$ cat src/rtl/fetch_buffer_if.sv
// -----------------------------------------------------------------------------
// fetch_buffer_if
// Groups the signals between the instruction-fetch front end, the instruction
// memory, the later pipeline stages (redirect) and the ID stage.
//
// Signals:
//   ImemReqValid  fetch request valid              (fetch -> imem)
//   ImemReqReady  memory accepts request           (imem  -> fetch)
//   ImemAddr      word-aligned fetch address       (fetch -> imem)
//   ImemRespValid instruction word returned        (imem  -> fetch)
//   ImemRespData  returned instruction word        (imem  -> fetch)
//   Redirect      flush and restart at RedirectPC  (EX/MEM -> fetch)
//   RedirectPC    new fetch address, [1:0] ignored (EX/MEM -> fetch)
//   StallD        ID stage holding its input       (ID -> fetch)
//   InstrValidD   head entry valid                 (fetch -> ID)
//   InstrD        head instruction                 (fetch -> ID)
//   PCD           PC of head instruction           (fetch -> ID)
//
// Modports:
//   master  the fetch_buffer side
//   slave   the environment (memory, redirect source, ID stage)
// -----------------------------------------------------------------------------
interface fetch_buffer_if;
    logic        ImemReqValid;
    logic        ImemReqReady;
    logic [31:0] ImemAddr;
    logic        ImemRespValid;
    logic [31:0] ImemRespData;
    logic        Redirect;
    logic [31:0] RedirectPC;
    logic        StallD;
    logic        InstrValidD;
    logic [31:0] InstrD;
    logic [31:0] PCD;

    modport master (
        output ImemReqValid,
        output ImemAddr,
        output InstrValidD,
        output InstrD,
        output PCD,
        input  ImemReqReady,
        input  ImemRespValid,
        input  ImemRespData,
        input  Redirect,
        input  RedirectPC,
        input  StallD
    );

    modport slave (
        input  ImemReqValid,
        input  ImemAddr,
        input  InstrValidD,
        input  InstrD,
        input  PCD,
        output ImemReqReady,
        output ImemRespValid,
        output ImemRespData,
        output Redirect,
        output RedirectPC,
        output StallD
    );
endinterface

$ cat src/rtl/fetch_buffer.sv
// -----------------------------------------------------------------------------
// fetch_buffer
// Instruction-fetch front end. Owns the fetch PC, issues one-outstanding
// requests to instruction memory and queues returned instructions together
// with their PCs for the ID stage. A redirect flushes the queue, restarts
// fetch at the new PC and squashes a fetch that is still in flight.
//
// Parameters:
//   DEPTH     queue entries (power of two, >= 2)
//   RESET_PC  first fetch address after reset
//
// Ports:
//   CPU_CLK   clock, rising edge
//   CPU_RST   asynchronous active-high reset
//   bus       fetch_buffer_if.master (memory channel, redirect, ID handshake)
// -----------------------------------------------------------------------------
module fetch_buffer #(
    parameter int unsigned DEPTH    = 4,
    parameter logic [31:0] RESET_PC = 32'h0000_0000
) (
    input  logic           CPU_CLK,
    input  logic           CPU_RST,
    fetch_buffer_if.master bus
);
    localparam int unsigned      PTR_W      = $clog2(DEPTH);
    localparam int unsigned      CNT_W      = PTR_W + 1;
    localparam logic [CNT_W-1:0] DEPTH_C    = CNT_W'(DEPTH);
    localparam logic [29:0]      RESET_WORD = RESET_PC[31:2];

    // PCs are held as word addresses; the low two bits are always zero.
    logic [29:0]      fetch_pc_q, fetch_pc_d;
    logic [29:0]      pend_pc_q,  pend_pc_d;
    logic             pending_q,  pending_d;
    logic             discard_q,  discard_d;
    logic [PTR_W-1:0] wr_ptr_q,   wr_ptr_d;
    logic [PTR_W-1:0] rd_ptr_q,   rd_ptr_d;
    logic [CNT_W-1:0] count_q,    count_d;

    logic [29:0]      pc_mem_q    [DEPTH];
    logic [31:0]      instr_mem_q [DEPTH];

    logic             head_valid;
    logic [CNT_W-1:0] occupancy;
    logic             req_valid;
    logic             accept;
    logic             resp;
    logic             push;
    logic             pop;

    // RedirectPC[1:0] is deliberately ignored.
    logic             unused_redirect_lsbs;
    assign unused_redirect_lsbs = ^bus.RedirectPC[1:0];

    always_comb begin
        head_valid = (count_q != '0);
        // An accepted-but-unanswered request already owns a queue slot, so a
        // returning instruction can always be written without back-pressure.
        occupancy  = count_q + CNT_W'(pending_q);
        // A response arriving this cycle frees the outstanding slot, which
        // lets back-to-back fetches run at one per cycle.
        req_valid  = !CPU_RST && !bus.Redirect
                     && (!pending_q || bus.ImemRespValid)
                     && (occupancy < DEPTH_C);
        accept     = req_valid && bus.ImemReqReady;
        // Responses with nothing outstanding are protocol errors and ignored.
        resp       = bus.ImemRespValid && pending_q;
        push       = resp && !discard_q && !bus.Redirect;
        pop        = head_valid && !bus.StallD && !bus.Redirect;

        fetch_pc_d = fetch_pc_q;
        pend_pc_d  = pend_pc_q;
        pending_d  = pending_q;
        discard_d  = discard_q;
        wr_ptr_d   = wr_ptr_q;
        rd_ptr_d   = rd_ptr_q;
        count_d    = count_q;

        if (accept) begin
            pend_pc_d = fetch_pc_q;
            pending_d = 1'b1;
        end else if (resp) begin
            pending_d = 1'b0;
        end

        // The squash marker is consumed by the response it refers to; it is
        // only needed when the redirect arrives before that response does.
        if (resp) begin
            discard_d = 1'b0;
        end else if (bus.Redirect && pending_q) begin
            discard_d = 1'b1;
        end

        if (bus.Redirect) begin
            fetch_pc_d = bus.RedirectPC[31:2];
            wr_ptr_d   = '0;
            rd_ptr_d   = '0;
            count_d    = '0;
        end else begin
            if (accept) begin
                fetch_pc_d = fetch_pc_q + 30'd1;
            end
            if (push) begin
                wr_ptr_d = wr_ptr_q + PTR_W'(1);
            end
            if (pop) begin
                rd_ptr_d = rd_ptr_q + PTR_W'(1);
            end
            case ({push, pop})
                2'b10:   count_d = count_q + CNT_W'(1);
                2'b01:   count_d = count_q - CNT_W'(1);
                default: count_d = count_q;
            endcase
        end
    end

    always_ff @(posedge CPU_CLK or posedge CPU_RST) begin
        if (CPU_RST) begin
            fetch_pc_q <= RESET_WORD;
            pend_pc_q  <= RESET_WORD;
            pending_q  <= 1'b0;
            discard_q  <= 1'b0;
            wr_ptr_q   <= '0;
            rd_ptr_q   <= '0;
            count_q    <= '0;
        end else begin
            fetch_pc_q <= fetch_pc_d;
            pend_pc_q  <= pend_pc_d;
            pending_q  <= pending_d;
            discard_q  <= discard_d;
            wr_ptr_q   <= wr_ptr_d;
            rd_ptr_q   <= rd_ptr_d;
            count_q    <= count_d;
        end
    end

    // Queue storage carries no reset; only entries below count are visible.
    always_ff @(posedge CPU_CLK) begin
        if (push) begin
            pc_mem_q[wr_ptr_q]    <= pend_pc_q;
            instr_mem_q[wr_ptr_q] <= bus.ImemRespData;
        end
    end

    assign bus.ImemReqValid = req_valid;
    assign bus.ImemAddr     = {fetch_pc_q, 2'b00};
    assign bus.InstrValidD  = head_valid;
    assign bus.InstrD       = instr_mem_q[rd_ptr_q];
    assign bus.PCD          = {pc_mem_q[rd_ptr_q], 2'b00};

endmodule

$ cat src/flat_wrapper.sv
// flat-port wrapper written by rule: the top's interface ports become plain ports
module fetch_buffer_flat 
#(
    parameter int unsigned DEPTH    = 4,
    parameter logic [31:0] RESET_PC = 32'h0000_0000
)
  (CPU_CLK, CPU_RST, bus_ImemReqValid, bus_ImemAddr, bus_InstrValidD, bus_InstrD, bus_PCD, bus_ImemReqReady, bus_ImemRespValid, bus_ImemRespData, bus_Redirect, bus_RedirectPC, bus_StallD);
  fetch_buffer_if bus_i ();
  input  logic CPU_CLK;
  input  logic CPU_RST;
  output wire logic [$bits(bus_i.ImemReqValid)-1:0] bus_ImemReqValid;
  output wire logic [$bits(bus_i.ImemAddr)-1:0] bus_ImemAddr;
  output wire logic [$bits(bus_i.InstrValidD)-1:0] bus_InstrValidD;
  output wire logic [$bits(bus_i.InstrD)-1:0] bus_InstrD;
  output wire logic [$bits(bus_i.PCD)-1:0] bus_PCD;
  input wire logic [$bits(bus_i.ImemReqReady)-1:0] bus_ImemReqReady;
  input wire logic [$bits(bus_i.ImemRespValid)-1:0] bus_ImemRespValid;
  input wire logic [$bits(bus_i.ImemRespData)-1:0] bus_ImemRespData;
  input wire logic [$bits(bus_i.Redirect)-1:0] bus_Redirect;
  input wire logic [$bits(bus_i.RedirectPC)-1:0] bus_RedirectPC;
  input wire logic [$bits(bus_i.StallD)-1:0] bus_StallD;
  assign bus_ImemReqValid = bus_i.ImemReqValid;
  assign bus_ImemAddr = bus_i.ImemAddr;
  assign bus_InstrValidD = bus_i.InstrValidD;
  assign bus_InstrD = bus_i.InstrD;
  assign bus_PCD = bus_i.PCD;
  assign bus_i.ImemReqReady = bus_ImemReqReady;
  assign bus_i.ImemRespValid = bus_ImemRespValid;
  assign bus_i.ImemRespData = bus_ImemRespData;
  assign bus_i.Redirect = bus_Redirect;
  assign bus_i.RedirectPC = bus_RedirectPC;
  assign bus_i.StallD = bus_StallD;
  fetch_buffer #(.DEPTH(DEPTH), .RESET_PC(RESET_PC)) u_core (.CPU_CLK(CPU_CLK), .CPU_RST(CPU_RST), .bus(bus_i));
endmodule
$ cat config.mk
export PLATFORM = sky130hd
export DESIGN_NAME = fetch_buffer_flat
export DESIGN_NICKNAME = d
export VERILOG_FILES = /design/src/rtl/fetch_buffer_if.sv /design/src/rtl/fetch_buffer.sv /design/src/flat_wrapper.sv
export SDC_FILE = /design/constraint.sdc
export NUM_CORES = 1
export LEC_CHECK = 0
export BUFFER_PORTS_ARGS = -buffer_cell sky130_fd_sc_hd__buf_2
export CORE_MARGIN = 10
export CORE_UTILIZATION = 44
export CTS_CLUSTER_DIAMETER = 80
export DETAILED_ROUTE_END_ITERATION = 8
export HOLD_SLACK_MARGIN = 0.1
export PLACE_DENSITY = 0.61
export SLEW_MARGIN = 20
export SYNTH_ARGS = -nofsm -noshare
export SYNTH_HDL_FRONTEND = slang
export SYNTH_SLANG_ARGS = --single-unit
$ cat constraint.sdc
create_clock -name CPU_CLK -period 6.3 [get_ports CPU_CLK]
set_input_delay 0.945 -clock CPU_CLK [delete_from_list [all_inputs] [get_ports CPU_CLK]]
set_output_delay 0.945 -clock CPU_CLK [all_outputs]
set_load 0.03 [all_outputs]
; ---- Yosys cells after proc, flatten, opt, wreduce, memory -nomap -nowiden
; Memories as Yosys holds them, arrays and structs flattened.
; Index checks and enable logic that the tools add are counted.
[classes]
addsub = 6
mul = 0
div = 0
order_cmp = 1
n_eq_ne = 2
shifts = 0
mux = 14
bitwise_logic = 0
n_reduce_logical = 23
[ops]
columns = op, n
row1 = 30-bit two-way mux, 2
row2 = 30-bit by 1-bit adder with 30-bit output (second input constant), 1
row3 = 1-bit logical AND, 10
row4 = 2-bit nonzero test, 5
row5 = 2-bit two-way mux, 4
row6 = 1-bit two-way mux, 6
row7 = 3-bit case mux with 2 select lines, 1
row8 = 3-bit nonzero test, 2
row9 = 1-bit logical NOT, 5
row10 = 2-bit by 1-bit adder with 2-bit output (second input constant), 2
row11 = 3-bit by 1-bit adder with 3-bit output, 1
row12 = 3-bit by 1-bit adder with 3-bit output (second input constant), 1
row13 = 3-bit less-than comparator (second input constant), 1
row14 = 3-bit two-way mux, 1
row15 = 3-bit by 1-bit subtractor with 3-bit output (second input constant), 1
row16 = 2-bit by 1-bit == test with 1-bit output (second input constant), 1
row17 = 2-bit == test (second input constant), 1
row18 = 1-bit logical OR, 1
[totals]
reg_bits = 69
latch_bits = 0
ramBits = 248
mem_bits_ro = 0
inputBits = 70
output_inout_bits = 98
wordCells = 55
memories = 2
[memory_table]
columns = name, depth, word_bits, read_ports, rd_ports_with_merged_regs, write_ports, line_no
row1 = u_core.instr_mem_q, 4, 32, 1, 0, 1, fetch_buffer.sv:40  ; logic [31:0] instr_mem_q [DEPTH];
row2 = u_core.pc_mem_q, 4, 30, 1, 0, 1, fetch_buffer.sv:39  ; logic [29:0] pc_mem_q [DEPTH];

; ---- Logic depth before layout (Yosys ltp)
; Gate-level depths: netlist of the first run.
[depth]
depth_word = 7
depth_mapped = 9
mapped_depth_nobuf = 7

; ---- Worst setup path after synthesis of the first run
; Ideal clock, no wire load.
[synth_path]
kind = input port to flip-flop
start = input bus_Redirect
end = memory u_core.instr_mem_q[0][0], enable pin
setup_time_ps = 427
arrival_ps = 3067
required_time_ps = 5873
path_slack_ps = 2806
cell_stages = 4
path_buffers = 2
path_cell_list = clkbuf_1 > inv_2 > clkbuf_1 > and3_1
[synth_via]
elab_chain_cells = 4
[synth_rtl]
columns = element, line_no
row1 = "start, declared", flat_wrapper.sv:19  ; input wire logic [$bits(bus_i.Redirect)-1:0] bus_Redirect;
row2 = 1-bit logical NOT, fetch_buffer.sv:67  ; push = resp && !discard_q && !bus.Redirect;
row3 = 1-bit logical AND, fetch_buffer.sv:67
row4 = 1-bit two-way mux, fetch_buffer.sv:138  ; if (push) begin
row5 = 1-bit two-way mux (implied by the code), fetch_buffer.sv:140  ; instr_mem_q[wr_ptr_q] <= bus.ImemRespData;
row6 = "end, declared", fetch_buffer.sv:40
; No other way between the ends.

; ---- Worst setup path in the final report of the first run
[layout_path]
start = register u_core.rd_ptr_q[0]
end = output bus_PCD[23]
[layout_via]
elab_chain_cells = 1
[layout_rtl]
columns = element, line_no
row1 = "start, declared", fetch_buffer.sv:36  ; logic [PTR_W-1:0] rd_ptr_q, rd_ptr_d;
row2 = "start signal, assigned", fetch_buffer.sv:131  ; rd_ptr_q <= rd_ptr_d;
row3 = memory read 4 x 30 bit, -
row4 = "end, declared", flat_wrapper.sv:15  ; output wire logic [$bits(bus_i.PCD)-1:0] bus_PCD;
; No other way between the ends.

==> impl_metrics.json, run 1 <==
{
  "outcome": "finished, final reports clean",
  "maxCapViolations": 0,
  "slowest_stage": "dfrtp_4",
  "seq_area_frac_synth_pct": 73.8,
  "syn_area_um2": 12400,
  "synthFlopType": "edfxtp_1",
  "io_pins": 168,
  "p_leak_nw": 5.17,
  "grt_pass1_vias": 7323,
  "layout-drive-gt1-share_pct": 38.0,
  "cts.clk_slew.worst_paths_ns": 0.06,
  "synth_edf_count": 248,
  "avgSynthCellArea_um2": 19.1,
  "ctsHoldBuffers": 0,
  "grt_use_total_pct": 15.1,
  "max_freq_mhz": 259,
  "post_cts_buffers": 0,
  "ir_drop_uv": 205,
  "synth_warnings": 0,
  "die_area_um2": 35400,
  "post-synth-top-area-cell": "edfxtp_1",
  "clock_latency_ns": 0.51,
  "hold_violations": 0,
  "critPathBufInv": 2,
  "cp.required_ns": 5.35,
  "place_inst": 1160,
  "cp_top_family": "flip-flops",
  "rsz0062_at_grt": "false",
  "die_h_um": 188,
  "cts_buffers": 34,
  "cts_tree": "yes",
  "dr.pass1.iters": 5,
  "async_flop_share_pct": 21.8,
  "relSlewSlack_pct": 31.5,
  "finClkSkew_ns": 0.0145,
  "layout.nets": 894,
  "cp-start-kind": "flop",
  "grt_max_degree": 64,
  "netlist_top_cells_area": "edfxtp_1 (60%), dfrtp_1 (14%), mux4_2 (11%), mux2_2 (3.0%), o21ai_0 (0.97%)",
  "fp.dieW_um": 188,
  "synth.top_cell.area_share_pct": 59.9,
  "tns_ns": 0,
  "wl_um": 27000,
  "hp-class": "flop to flop",
  "antenna_found_initial": 2,
  "cts.repair.resized": 0,
  "slew_violations": 0,
  "fp.coreArea_um2": 27900,
  "crit_arrival_ns": 2.91,
  "p_per_area_nw_per_um2": 393,
  "end_kind": "output pin",
  "drc": 0,
  "setup_ws_ns": 2.44,
  "ys_seq_elements": 317,
  "worstMarginPinSlew_ns": 1.02,
  "ant_nets": 0,
  "post_drt_wl_per_cell_um": 22.1,
  "start_util_pct": 44.6,
  "fillerInstances": 2224,
  "cts_max_level": 2,
  "vias": 6683,
  "ys_types": 47,
  "setup_viol": 0,
  "path_max_fanout": 40,
  "cp_cell_sequence": "buf_4 > mux4_2 > buf_2",
  "path_class": "flop to output pin",
  "drt-initial-drc-count": 371,
  "row_count": 61,
  "gr-total-overflow": 0,
  "crit_path_max_incr_delay_ns": 0.98,
  "root_buffer": "clkbuf_16",
  "grt_pass1_wl_um": 42100,
  "fin_crit_sh_pct": 61.3,
  "syn_to_final_growth_pct": 18.7,
  "dp_hpwl_um": 16500,
  "numPortBuffers": 161,
  "fin_crit_ns": 3.86,
  "globalplace.congestion": 0.848,
  "pre_cts_slack_ns": 2.85,
  "synthCells": 651,
  "clockBufferDepth": 3,
  "viasPerCell": 5.47,
  "cts.sinks": 317,
  "final_cells": 1221
}
[cells by family after synthesis]
kind of cell	share of synthesized area, %
buffers and inverters	1.63
multiplexers	14.5
AND/OR/NAND/NOR	4.13
flip-flops	73.8
XOR/XNOR	1.76
other	0.0301
adder cells (fa/ha/maj)	0.664
AO/OA/AOI/OAI	3.57
[report_power, final]
| group | leakage [nW] | internal [mW] | total [mW] | switching, mW |
|---|---|---|---|---|
| clock network | 0.567 | 1.25 | 2.00 | 0.758 |
| logic | 1.54 | 0.443 | 1.03 | 0.591 |
| registers | 3.07 | 2.51 | 2.76 | 0.251 |
| total | 5.17 | 4.20 | 5.80 | 1.60 |
[through the flow]
step	cell area, um^2	hold slack (ns)	total power [mW]	util [%]
2_1_floorplan	12400	0.471	3.51	-
3_3_place_gp	13600	0.483	3.83	48.8
3_5_place_dp	13600	0.501	3.87	48.8
4_1_cts	14800	0.507	5.88	53.0
5_1_grt	14800	0.533	6.05	53.0
6_report	14800	0.502	5.80	53.0
[layout make-up]
| cell class | instances | area [um^2] | area share, % |
|---|---|---|---|
| inverters | 8 | 30.0 | 0.203 |
| well taps | 378 | 473 | 3.20 |
| clock buffers | 46 | 1010 | 6.86 |
| repair buffers | 164 | 828 | 5.61 |
| diodes | 2 | 5.00 | 0.0339 |
| multi-input cells | 293 | 3090 | 21.0 |
| clock inverters | 13 | 135 | 0.916 |
| flip-flops and latches | 317 | 9180 | 62.2 |
[layer usage]
layer  global-route usage (%)  routed length [um]  up-vias
met2                     24.4               12900      244
met1                     19.4               11700     3444
met3                     4.84                1890       43
li1                         -                   -     2952
met5                        0                   0        -
met4                     3.82                 529        0
[registers in the layout, summed over array words and instances (netlist names)]
name                count
u_core.count_q          3
u_core.discard_q        1
u_core.fetch_pc_q      30
u_core.instr_mem_q    128
u_core.pc_mem_q       120
u_core.pend_pc_q       30
u_core.pending_q        1
u_core.rd_ptr_q         2
u_core.wr_ptr_q         2
[final timing paths]
path                       cells after the start  slack (ns)                 start                     end
setup reg to reg                               5        3.44  u_core.fetch_pc_q[8]   u_core.fetch_pc_q[19]
setup / recovery                               3        2.44    u_core.rd_ptr_q[0]             bus_PCD[23]
max in group asynchronous                      3        4.68               CPU_RST      u_core.rd_ptr_q[1]
hold / removal                                 0        0.50  u_core.pend_pc_q[28]  u_core.pc_mem_q[3][28]
hold reg to reg                                0        0.50  u_core.pend_pc_q[28]  u_core.pc_mem_q[3][28]
min in group asynchronous                      2        0.57               CPU_RST   u_core.fetch_pc_q[11]
[cells in the mapped netlist (all sizes together) (4+ instances only)]
cell,instances
edfxtp,248
dfrtp,69
mux4,62
mux2,33
nand2,26
o21ai,25
buf,18
clkbuf,18
nor2,18
xor2,13
xnor2,12
a31oi,9
o211ai,9
or4,9
inv,8
nand4,8
and3,7
and4,7
o31ai,7
o2111ai,6
ha,5
nand3,4
[placed cells by master (no fill, tap or decap), types with 9 or more instances in the layout]
cell type / netlist / routed
nand2_1: 26 / 26
buf_2: 11 / 161
xor2_1: 13 / 13
o21ai_0: 24 / 24
nor2_1: 18 / 18
edfxtp_1: 248 / 248
dfrtp_1: 69 / 67
mux2_2: 33 / 33
mux4_2: 62 / 62
clkbuf_16: 0 / 39
or4_1: 9 / 9
xnor2_1: 12 / 12
a31oi_1: 9 / 9
Note: power is estimated with default switching activity, not from simulation.
==> run 2, diff against run 1 <==
==> constraint.sdc (replaced) <==
create_clock -name CPU_CLK -period 3.96 [get_ports CPU_CLK]
set_input_delay 0.594 -clock CPU_CLK [delete_from_list [all_inputs] [get_ports CPU_CLK]]
set_output_delay 0.594 -clock CPU_CLK [all_outputs]
set_load 0.03 [all_outputs]
==> run 2 against run 1 <==
  * Sequential power increased by 58%
  * Cell count increased by 0.74%
  * Sequential share of layout area increased by 0.20 points
  * Setup slack got worse by 1.6 ns
  * Register-to-register slack got worse by 2.2 ns
  * Via count decreased by 0.43%
  * Largest power group unchanged
  * Combinational power increased by 66%
==> impl_metrics.json, run 2 (synthesized netlist as in run 1, its figures left out) <==
{
  "mostFrequentLayoutCells": "edfxtp_1 (248), buf_2 (161), dfrtp_1 (67), mux4_2 (62), clkbuf_16 (35)",
  "die_h_um": 188,
  "fin_crit_ns": 3.07,
  "p_per_area_nw_per_um2": 602,
  "cts.repair.resized": 0,
  "dr.pass1.iters": 5,
  "post_cts_buffers": 0,
  "ant_nets": 0,
  "rr_worst_depth": 5,
  "outcome": "finished, final reports clean",
  "largest_reg_flops": 128,
  "regMostFlops": "u_core.instr_mem_q",
  "cp.required_ns": 3.37,
  "timing.hold.ws_ns": 0.192,
  "rsz0062_at_grt": "false",
  "drc": 0,
  "cts.clk_slew.worst_paths_ns": 0.06,
  "hold_violations": 0,
  "ir_drop_uv": 257,
  "end_kind": "output pin",
  "gr-total-overflow": 0,
  "max_freq_mhz": 326,
  "cts_max_level": 2,
  "cp-start-kind": "flop",
  "cts_buffers": 34,
  "grt_pass1_wl_um": 42200,
  "path_class": "flop to output pin",
  "maxCapViolations": 0,
  "fp.dieW_um": 188,
  "top_regs": "u_core.instr_mem_q (128), u_core.pc_mem_q (120)",
  "vias": 6654,
  "cts_tree": "yes",
  "row_count": 61,
  "worstMarginPinSlew_ns": 1.01,
  "viasPerCell": 5.41,
  "startpoint": "u_core.rd_ptr_q[0]",
  "grt_pass1_vias": 7156,
  "cts.sinks": 317,
  "ff2ff_setup_slack_ns": 1.23,
  "drt-initial-drc-count": 434,
  "fp.coreArea_um2": 27900,
  "io_pins": 168,
  "start_util_pct": 44.6,
  "ctsHoldBuffers": 0,
  "syn_to_final_growth_pct": 18.3,
  "root_buffer": "clkbuf_16",
  "r2r_end": "u_core.fetch_pc_q[19]",
  "grt_use_total_pct": 15.0,
  "antenna_found_initial": 2,
  "finClkSkew_ns": 0.0156,
  "crit_arrival_ns": 2.48,
  "hp-class": "input port to asynchronous set/reset pin",
  "wl_um": 26600,
  "final_common_cell": "edfxtp_1",
  "crit_path_end": "bus_InstrD[11]",
  "layout.nets": 905,
  "relSlewSlack_pct": 32.5,
  "slew_violations": 0,
  "clockBufferDepth": 3,
  "tns_ns": 0,
  "p_leak_nw": 5.15,
  "path_max_fanout": 24,
  "die_area_um2": 35400,
  "fillerInstances": 2249,
  "r2r_start": "u_core.fetch_pc_q[8]",
  "numPortBuffers": 161,
  "post_drt_wl_per_cell_um": 21.7,
  "fin_crit_sh_pct": 77.5,
  "grt_max_degree": 64,
  "dp_hpwl_um": 17200,
  "globalplace.congestion": 0.846,
  "layout-drive-gt1-share_pct": 38.2,
  "clock_latency_ns": 0.50,
  "setup_viol": 0
}
-- run 2: changes by cell type in the layout (fill, tap and decap cells not counted), sizes merged --
cell	previous run	this run
buf	164	175
bufinv	3	0
clkbuf	46	44
clkinv	10	12
inv	8	9
-- run 2: metrics by stage --
step	instance area, um^2	total power, mW	instances	utilization, %	setup slack [ns]
3_5_place_dp	13700	6.17	1171	49.3	1.20
5_1_grt	14700	9.28	1228	52.8	0.723
3_3_place_gp	13700	6.11	1171	49.3	1.22
2_1_floorplan	12400	5.59	654	-	0.817
6_report	14700	8.86	1230	52.8	0.890
4_1_cts	14700	9.00	1228	52.8	0.779
-- run 2: area by class of cell --
| class | count | area, um^2 | area share (%) |
|---|---|---|---|
| Clock inverter | 13 | 70.1 | 0.476 |
| Clock buffer | 44 | 910 | 6.18 |
| Timing Repair Buffer | 175 | 948 | 6.45 |
| Antenna cell | 2 | 5.00 | 0.0340 |
| Inverter | 8 | 30.0 | 0.204 |
| Multi-Input combinational cell | 293 | 3090 | 21.0 |
| Tap cell | 378 | 473 | 3.22 |
| Sequential cell | 317 | 9180 | 62.4 |
-- run 2: per-layer routing --
layer / up-vias / track usage, % / share of wire (%)
met4: 0 / 3.82 / 1.7
met5: - / 0 / 0
li1: 2974 / - / -
met3: 43 / 4.60 / 8.1
met1: 3374 / 20.4 / 45
met2: 263 / 23.1 / 46
-- run 2: how the worst min path moves through the flow --
stage	to	depth (start not counted)	start	slack, ns
floorplan	u_core.pc_mem_q[0][0]	0	u_core.pend_pc_q[0]	0.47
global placement	u_core.pc_mem_q[1][11]	0	u_core.pend_pc_q[11]	0.48
detailed placement	u_core.pc_mem_q[3][13]	0	u_core.pend_pc_q[13]	0.50
CTS	u_core.fetch_pc_q[15]	2	CPU_RST	0.19
global route	u_core.fetch_pc_q[26]	2	CPU_RST	0.24
finish	u_core.fetch_pc_q[26]	2	CPU_RST	0.19
-- run 2: worst max-delay path: stages, from the launching register on --
cell,delay (ns)
dfrtp_4,0.76
buf_4,0.43
mux4_2,0.57
buf_2,0.20
-- run 2: power by group --
part / internal [mW] / switching, mW
Combinational: 0.725 / 0.980
Clock: 1.62 / 1.19
Sequential: 4.00 / 0.352
